File: src/rtl/dm_sba_axil_bridge.sv
// Bridges the debug module's system-bus host port (req/gnt/r_valid) onto a single
// AXI4-Lite master. One access in flight; completion is pulsed back for reads and writes.
module dm_sba_axil_bridge #(
    parameter int BusWidth = 32
) (
    input  logic                    clk_i,
    input  logic                    rst_i,
    input  logic                    host_req_i,
    input  logic [BusWidth-1:0]     host_add_i,
    input  logic                    host_we_i,
    input  logic [BusWidth-1:0]     host_wdata_i,
    input  logic [BusWidth/8-1:0]   host_be_i,
    output logic                    host_gnt_o,
    output logic                    host_r_valid_o,
    output logic [BusWidth-1:0]     host_r_rdata_o,
    output logic                    host_r_err_o,
    output logic [BusWidth-1:0]     m_axi_awaddr,
    output logic [2:0]              m_axi_awprot,
    output logic                    m_axi_awvalid,
    input  logic                    m_axi_awready,
    output logic [BusWidth-1:0]     m_axi_wdata,
    output logic [BusWidth/8-1:0]   m_axi_wstrb,
    output logic                    m_axi_wvalid,
    input  logic                    m_axi_wready,
    input  logic [1:0]              m_axi_bresp,
    input  logic                    m_axi_bvalid,
    output logic                    m_axi_bready,
    output logic [BusWidth-1:0]     m_axi_araddr,
    output logic [2:0]              m_axi_arprot,
    output logic                    m_axi_arvalid,
    input  logic                    m_axi_arready,
    input  logic [BusWidth-1:0]     m_axi_rdata,
    input  logic [1:0]              m_axi_rresp,
    input  logic                    m_axi_rvalid,
    output logic                    m_axi_rready,
    output logic                    busy_o
);

    localparam logic [2:0] IDLE    = 3'd0;
    localparam logic [2:0] WR_REQ  = 3'd1;
    localparam logic [2:0] WR_RESP = 3'd2;
    localparam logic [2:0] RD_REQ  = 3'd3;
    localparam logic [2:0] RD_RESP = 3'd4;
    localparam logic [2:0] DONE    = 3'd5;

    generate
        if (BusWidth != 32) begin : g_width_check
            $error("dm_sba_axil_bridge: only BusWidth = 32 is supported");
        end
    endgenerate

    logic [2:0]            state_r;
    logic [BusWidth-1:0]   awaddr_r;
    logic [BusWidth-1:0]   wdata_r;
    logic [BusWidth/8-1:0] wstrb_r;
    logic [BusWidth-1:0]   araddr_r;
    logic                  awvalid_r;
    logic                  wvalid_r;
    logic                  bready_r;
    logic                  arvalid_r;
    logic                  rready_r;
    logic                  aw_done_r;
    logic                  w_done_r;
    logic                  r_valid_r;
    logic                  r_err_r;
    logic [BusWidth-1:0]   r_rdata_r;
    logic                  aw_hs_s;
    logic                  w_hs_s;
    logic [BusWidth-1:0]   aligned_addr_s;
    logic [1:0]            unused_addr_s;

    // Sub-word selection travels only on wstrb, so the AXI address is word aligned.
    assign aligned_addr_s = {host_add_i[BusWidth-1:2], 2'b00};
    assign unused_addr_s  = host_add_i[1:0];
    assign aw_hs_s        = awvalid_r && m_axi_awready;
    assign w_hs_s         = wvalid_r && m_axi_wready;

    assign host_gnt_o     = (state_r == IDLE) && host_req_i && !rst_i;
    assign busy_o         = (state_r != IDLE);
    assign host_r_valid_o = r_valid_r;
    assign host_r_err_o   = r_err_r;
    assign host_r_rdata_o = r_rdata_r;
    assign m_axi_awaddr   = awaddr_r;
    assign m_axi_awprot   = 3'b000;
    assign m_axi_awvalid  = awvalid_r;
    assign m_axi_wdata    = wdata_r;
    assign m_axi_wstrb    = wstrb_r;
    assign m_axi_wvalid   = wvalid_r;
    assign m_axi_bready   = bready_r;
    assign m_axi_araddr   = araddr_r;
    assign m_axi_arprot   = 3'b000;
    assign m_axi_arvalid  = arvalid_r;
    assign m_axi_rready   = rready_r;

    // Access sequencer: every AXI handshake signal and host response is a register.
    always_ff @(posedge clk_i) begin
        if (rst_i) begin
            state_r   <= IDLE;
            awaddr_r  <= {BusWidth{1'b0}};
            wdata_r   <= {BusWidth{1'b0}};
            wstrb_r   <= {(BusWidth/8){1'b0}};
            araddr_r  <= {BusWidth{1'b0}};
            awvalid_r <= 1'b0;
            wvalid_r  <= 1'b0;
            bready_r  <= 1'b0;
            arvalid_r <= 1'b0;
            rready_r  <= 1'b0;
            aw_done_r <= 1'b0;
            w_done_r  <= 1'b0;
            r_valid_r <= 1'b0;
            r_err_r   <= 1'b0;
            r_rdata_r <= {BusWidth{1'b0}};
        end else begin
            r_valid_r <= 1'b0;
            r_err_r   <= 1'b0;
            case (state_r)
                IDLE: begin
                    if (host_req_i) begin
                        aw_done_r <= 1'b0;
                        w_done_r  <= 1'b0;
                        if (host_we_i) begin
                            awaddr_r  <= aligned_addr_s;
                            wdata_r   <= host_wdata_i;
                            wstrb_r   <= host_be_i;
                            awvalid_r <= 1'b1;
                            wvalid_r  <= 1'b1;
                            state_r   <= WR_REQ;
                        end else begin
                            araddr_r  <= aligned_addr_s;
                            arvalid_r <= 1'b1;
                            state_r   <= RD_REQ;
                        end
                    end
                end
                WR_REQ: begin
                    // AW and W retire independently; leave once both have been accepted.
                    if (aw_hs_s) begin
                        awvalid_r <= 1'b0;
                        aw_done_r <= 1'b1;
                    end
                    if (w_hs_s) begin
                        wvalid_r <= 1'b0;
                        w_done_r <= 1'b1;
                    end
                    if ((aw_done_r || aw_hs_s) && (w_done_r || w_hs_s)) begin
                        bready_r <= 1'b1;
                        state_r  <= WR_RESP;
                    end
                end
                WR_RESP: begin
                    if (m_axi_bvalid) begin
                        bready_r  <= 1'b0;
                        r_valid_r <= 1'b1;
                        r_err_r   <= (m_axi_bresp != 2'b00);
                        r_rdata_r <= {BusWidth{1'b0}};
                        state_r   <= DONE;
                    end
                end
                RD_REQ: begin
                    if (m_axi_arready) begin
                        arvalid_r <= 1'b0;
                        rready_r  <= 1'b1;
                        state_r   <= RD_RESP;
                    end
                end
                RD_RESP: begin
                    if (m_axi_rvalid) begin
                        rready_r  <= 1'b0;
                        r_valid_r <= 1'b1;
                        r_err_r   <= (m_axi_rresp != 2'b00);
                        r_rdata_r <= m_axi_rdata;
                        state_r   <= DONE;
                    end
                end
                DONE: begin
                    state_r <= IDLE;
                end
                default: begin
                    awvalid_r <= 1'b0;
                    wvalid_r  <= 1'b0;
                    bready_r  <= 1'b0;
                    arvalid_r <= 1'b0;
                    rready_r  <= 1'b0;
                    state_r   <= IDLE;
                end
            endcase
        end
    end

endmodule

File: config.mk
export PLATFORM = sky130hd
export DESIGN_NAME = dm_sba_axil_bridge
export DESIGN_NICKNAME = d
export VERILOG_FILES = /design/src/rtl/dm_sba_axil_bridge.sv
export SDC_FILE = /design/constraint.sdc
export NUM_CORES = 1
export LEC_CHECK = 0
export CELL_PAD_IN_SITES_DETAIL_PLACEMENT = 1
export CELL_PAD_IN_SITES_GLOBAL_PLACEMENT = 2
export CORE_ASPECT_RATIO = 0.75
export CORE_MARGIN = 5
export CORE_UTILIZATION = 22
export DETAILED_ROUTE_END_ITERATION = 8
export PLACE_DENSITY = 0.83
export SLEW_MARGIN = 0
export SYNTH_ARGS = -nofsm -noshare
export SYNTH_HDL_FRONTEND = slang
export SYNTH_SLANG_ARGS = --single-unit
File: constraint.sdc
create_clock -name clk_i -period 2.2 [get_ports clk_i]
set_input_delay 0.44 -clock clk_i [delete_from_list [all_inputs] [get_ports clk_i]]
set_output_delay 0.44 -clock clk_i [all_outputs]
set_load 0.05 [all_outputs]
## Word-level counts from Yosys, hierarchy flattened

Cells that the tools add are included.

| operators by class | value |
|---|---|
| reductions and logical operators | 29 |
| add/sub/neg operators | 0 |
| multiplexer cells | 37 |
| divide/modulo/power cells | 0 |
| bitwise gates (word level) | 5 |
| equal/unequal tests | 14 |
| shift operators | 0 |
| $lt $le $gt $ge | 0 |
| multiply operators | 0 |

Operators with widths:

| cell | count |
|---|---|
| 32-bit 2-to-1 mux | 2 |
| 32-bit one-hot mux with 2 select lines | 1 |
| 3-bit AND reduction | 7 |
| 1-bit 2-to-1 mux | 18 |
| 2-bit inequality test (second input constant) | 9 |
| 4-bit OR reduction | 4 |
| 3-bit 2-to-1 mux | 5 |
| 1-bit one-hot mux with 3 select lines | 5 |
| 3-bit one-hot mux with 5 select lines | 1 |
| 4-bit AND reduction | 3 |
| 1-bit one-hot mux with 2 select lines | 4 |
| 2-bit nonzero test | 4 |
| 3-bit by 2-bit equality test with 1-bit output (second input constant) | 2 |
| 3-bit equality test (second input constant) | 2 |
| 1-bit logical AND | 5 |
| 1-bit NOT | 5 |
| 5-bit AND reduction | 1 |
| 3-bit by 1-bit equality test with 1-bit output (second input constant) | 1 |
| 3-bit zero test | 1 |
| 3-bit nonzero test | 1 |
| 1-bit logical OR | 2 |
| 2-bit 2-to-1 mux | 1 |
| 1-bit zero test | 1 |

| storage, ports and cells | value |
|---|---|
| memories | 0 |
| RAM bits | 0 |
| latch bits | 0 |
| bits in read-only memories | 0 |
| register bits after elaboration | 140 |
| output and inout bits | 147 |
| input bits | 113 |

## Depth between registers and ports, before layout

| depth | value |
|---|---|
| word-level depth | 5 |
| depth in mapped cells | 6 |
| mapped depth without buffers | 5 |

## Worst setup path after synthesis

No wires, ideal clock.

| path | value |
|---|---|
| path type | input to output |
| from | input host_req_i |
| to | output host_gnt_o |
| stages | 2 |
| slack | 193 ps |
| arrival time | 1567 ps |
| buffers on the path | 0 |
| cell sequence | or4b_4 > nor2_1 |

| on the way | value |
|---|---|
| word-level cells in the longest chain between the ends | 2 |

Ends and longest elaborated chain:

| element | RTL line | RTL |
|---|---|---|
| from (decl) | 8 | `input logic host_req_i,` |
| 1-bit logical AND (2 in series) | 78 | `assign host_gnt_o = (state_r == IDLE) && host_req_i && !rst_i;` |
| to (decl) | 13 | `output logic host_gnt_o,` |

Every way passes these cells.

## Final worst setup path

Same ends and word-level chain as after synthesis.

==> impl_metrics.ini <==
[run_status]
status = finished clean

[timing]
slew_headroom_pct = 61.0
fin_crit_ns = 2.15
final_max_slew_viol_count = 0
rsz0062_at_grt = false
setup_viol_count_final = 0
min_period_over_period_pct = 97.6
max_freq_mhz = 466
worstMarginPinSlew_ns = 0.582
final_hold_viol_count = 0
finalWorstSetupSlack_ns = 0.0523
finClkSkew_ns = 0.00744

[pwr]
p_sw_share_pct = 36.7
power_density_nw_per_um2 = 1080
leakage_uw = 0.00319
p_int_uw = 6150
pwr-share-clk_pct = 31.8
pwr-share-comb_pct = 37.6
vdd_ir_drop_max_mv = 0.500
p_sw_uw = 3560
seq_power_share_pct = 30.6

[die]
die-area_um2 = 27900
rows = 49
die_width_um = 191
ios = 260
core_um2 = 24100
start_util_pct = 22.5
die_y_um = 146

[cts]
cts.clk_slew.worst_paths_ns = 0.05
cts.sinks = 140
cts_max_level = 4
root_buffer = clkbuf_16
postCtsHoldBufs = 0
clk_latency_ns = 0.43
cts_tree = yes
cts.path.max_buffers = 2
cts_buffers = 17

[global_routing]
antenna_found_initial = 1
grt_pass1_wl_mm = 31.1
grt_pass1_vias = 5491
grt-ovfl-total = 0
grt_max_degree = 49
grt_use_total_pct = 14.1

[synth]
synth_top_cell_area_share_pct = 51.8
async_flop_share_pct = 0
synth_ff_type = dfxtp_1
synth_area_um2 = 5410
yosysTopAreaCell = dfxtp_1
synth-edff-count = 0
ys_types = 36
synthTopCellsByArea = dfxtp_1 52%, nand2_1 14%, a21oi_1 9.5%
synthCells = 653
ys_seq_elements = 140
synth_area_per_cell_um2 = 8.29
yosysWarnings = 0
yosysSeqAreaShare_pct = 51.8

[worst_setup_path]
critical_path.max_fanout = 3
crit_type = input pin to output pin
cp_top_family = buffers and inverters
worstPathCellList = clkdlybuf4s50_1 -> or4b_4 -> nor2_4 -> buf_12
slowest_stage = or4b_4
cp_data_arrival_time_ns = 1.71
critPathLaunchType = input pin
worst_setup_path_end_kind = output pin
required_ns = 1.76
cp-startpoint = host_req_i
critPathBufInv = 2
crit_path_max_incr_delay_ns = 0.50
r2r-start = state_r[2]

[route]
dr.pass1.iters = 4
drtAntennaViolNets = 0
drt_iter0_drc = 130
viasPerCell = 4.23
wl_per_cell_um = 15.7
drt-total-wl_mm = 19.6
via_count = 5255
post-route-drc-count = 0

[flow_run]
max_cap_violations = 0

[finish]
syn2layout_area_growth_pct = 66.1
nets = 1011
design_area_um2 = 8990
drive_above_1_share_pct = 7.14
final_cell_mix = 243 x clkdlybuf4s50_1, 200 x nand2_1, 140 x dfxtp_1
instances_no_fill = 1243
final_common_cell = clkdlybuf4s50_1

[min_path]
min_path_type = input pin to register
min-delay-start = rst_i

[placed_design]
placed_cell_area_um2 = 8350
dpl.hpwl_mm = 13.9
dp.cells = 1209
gp_congestion = 0.744
port_buffers = 247
preCtsSetupSlack_ns = -0.0845
metal layers:
layer  share of wire (%)  global-route usage, %  wire, um  vias to the layer above
met5                   0                      0         0                        -
met4                 1.8                   4.70       360                        0
met3                 8.4                   6.02      1640                       22
met2                  44                   21.5      8580                      165
met1                  46                   18.0      8970                     2467
li1                    -                      -         -                     2601
path summary, 6_finish.rpt:
| check | to | cells past startpoint | slack [ns] |
|---|---|---|---|
| setup / recovery | host_gnt_o | 4 | 0.05 |
| hold / removal | state_r[2] | 2 | 0.34 |
| setup reg to reg | m_axi_awaddr[13] | 5 | 0.47 |
| hold reg to reg | m_axi_wstrb[2] | 2 | 0.45 |
synth_stat cells (2+ instances only):
| cell | count |
|---|---|
| and2_1 | 34 |
| dfxtp_1 | 140 |
| o211ai_1 | 3 |
| o21ai_0 | 3 |
| nand2_1 | 200 |
| a211oi_1 | 2 |
| nor3_1 | 3 |
| buf_2 | 6 |
| a21oi_1 | 103 |
| buf_6 | 4 |
| clkbuf_1 | 26 |
| nand2b_1 | 4 |
| mux2i_1 | 35 |
| buf_4 | 19 |
| nand3_1 | 2 |
| nor2b_1 | 4 |
| nor2_1 | 41 |
| nand3b_1 | 3 |
| inv_1 | 4 |
flip-flops by register name, indices dropped and copies added, names as in the netlist:
| register | cells |
|---|---|
| host_r_rdata_o | 32 |
| m_axi_wdata | 32 |
| m_axi_araddr | 30 |
| m_axi_awaddr | 30 |
| m_axi_wstrb | 4 |
| state_r | 3 |
| aw_done_r | 1 |
| host_r_err_o | 1 |
| host_r_valid_o | 1 |
| m_axi_arvalid | 1 |
| m_axi_awvalid | 1 |
| m_axi_bready | 1 |
| m_axi_rready | 1 |
| m_axi_wvalid | 1 |
| w_done_r | 1 |
power by group through the flow:
| stage | logic, uW | registers (uW) | clock network [uW] |
|---|---|---|---|
| 2_1_floorplan | 1390 | 3900 | 0 |
| 3_3_place_gp | 3660 | 3010 | 0 |
| 3_5_place_dp | 3700 | 3030 | 0 |
| 4_1_cts | 3710 | 2980 | 3200 |
| 5_1_grt | 3930 | 3020 | 3310 |
| 6_report | 3660 | 2970 | 3090 |
cell type report:
class	count	area, um^2
clock inverters	10	164
fillers	2794	15100
well taps	331	414
multi-input cells	463	2340
flip-flops and latches	140	2800
clock buffers	22	464
repair buffers	271	2780
diodes	2	5.00
inverters	4	15.0
through the flow:
step	hold WS, ns	utilization [%]	TNS, ns	power, uW
2_1_floorplan	0.446	-	0	5300
3_3_place_gp	0.441	34.6	-3.58	6670
3_5_place_dp	0.447	34.6	-4.59	6730
4_1_cts	0.313	37.3	0	9880
5_1_grt	0.327	37.3	0	10300
6_report	0.343	37.3	0	9720
what timing repair did:
item | 4_1_cts | 5_1_grt
endpoints found under the setup margin | 1 | 1
resized for setup | 1 | 1
setup buffers | 0 | 0
logic make-up after synthesis:
kind of cell / synth area share [%]
other: 0.0693
and+or+nand+nor: 23.2
DFF: 51.8
adders and majority gates: 0.231
muxes: 6.47
buffers and inverters: 6.10
AOI/OAI and AO/OA: 12.1
Note: power is estimated with default switching activity, not from simulation.
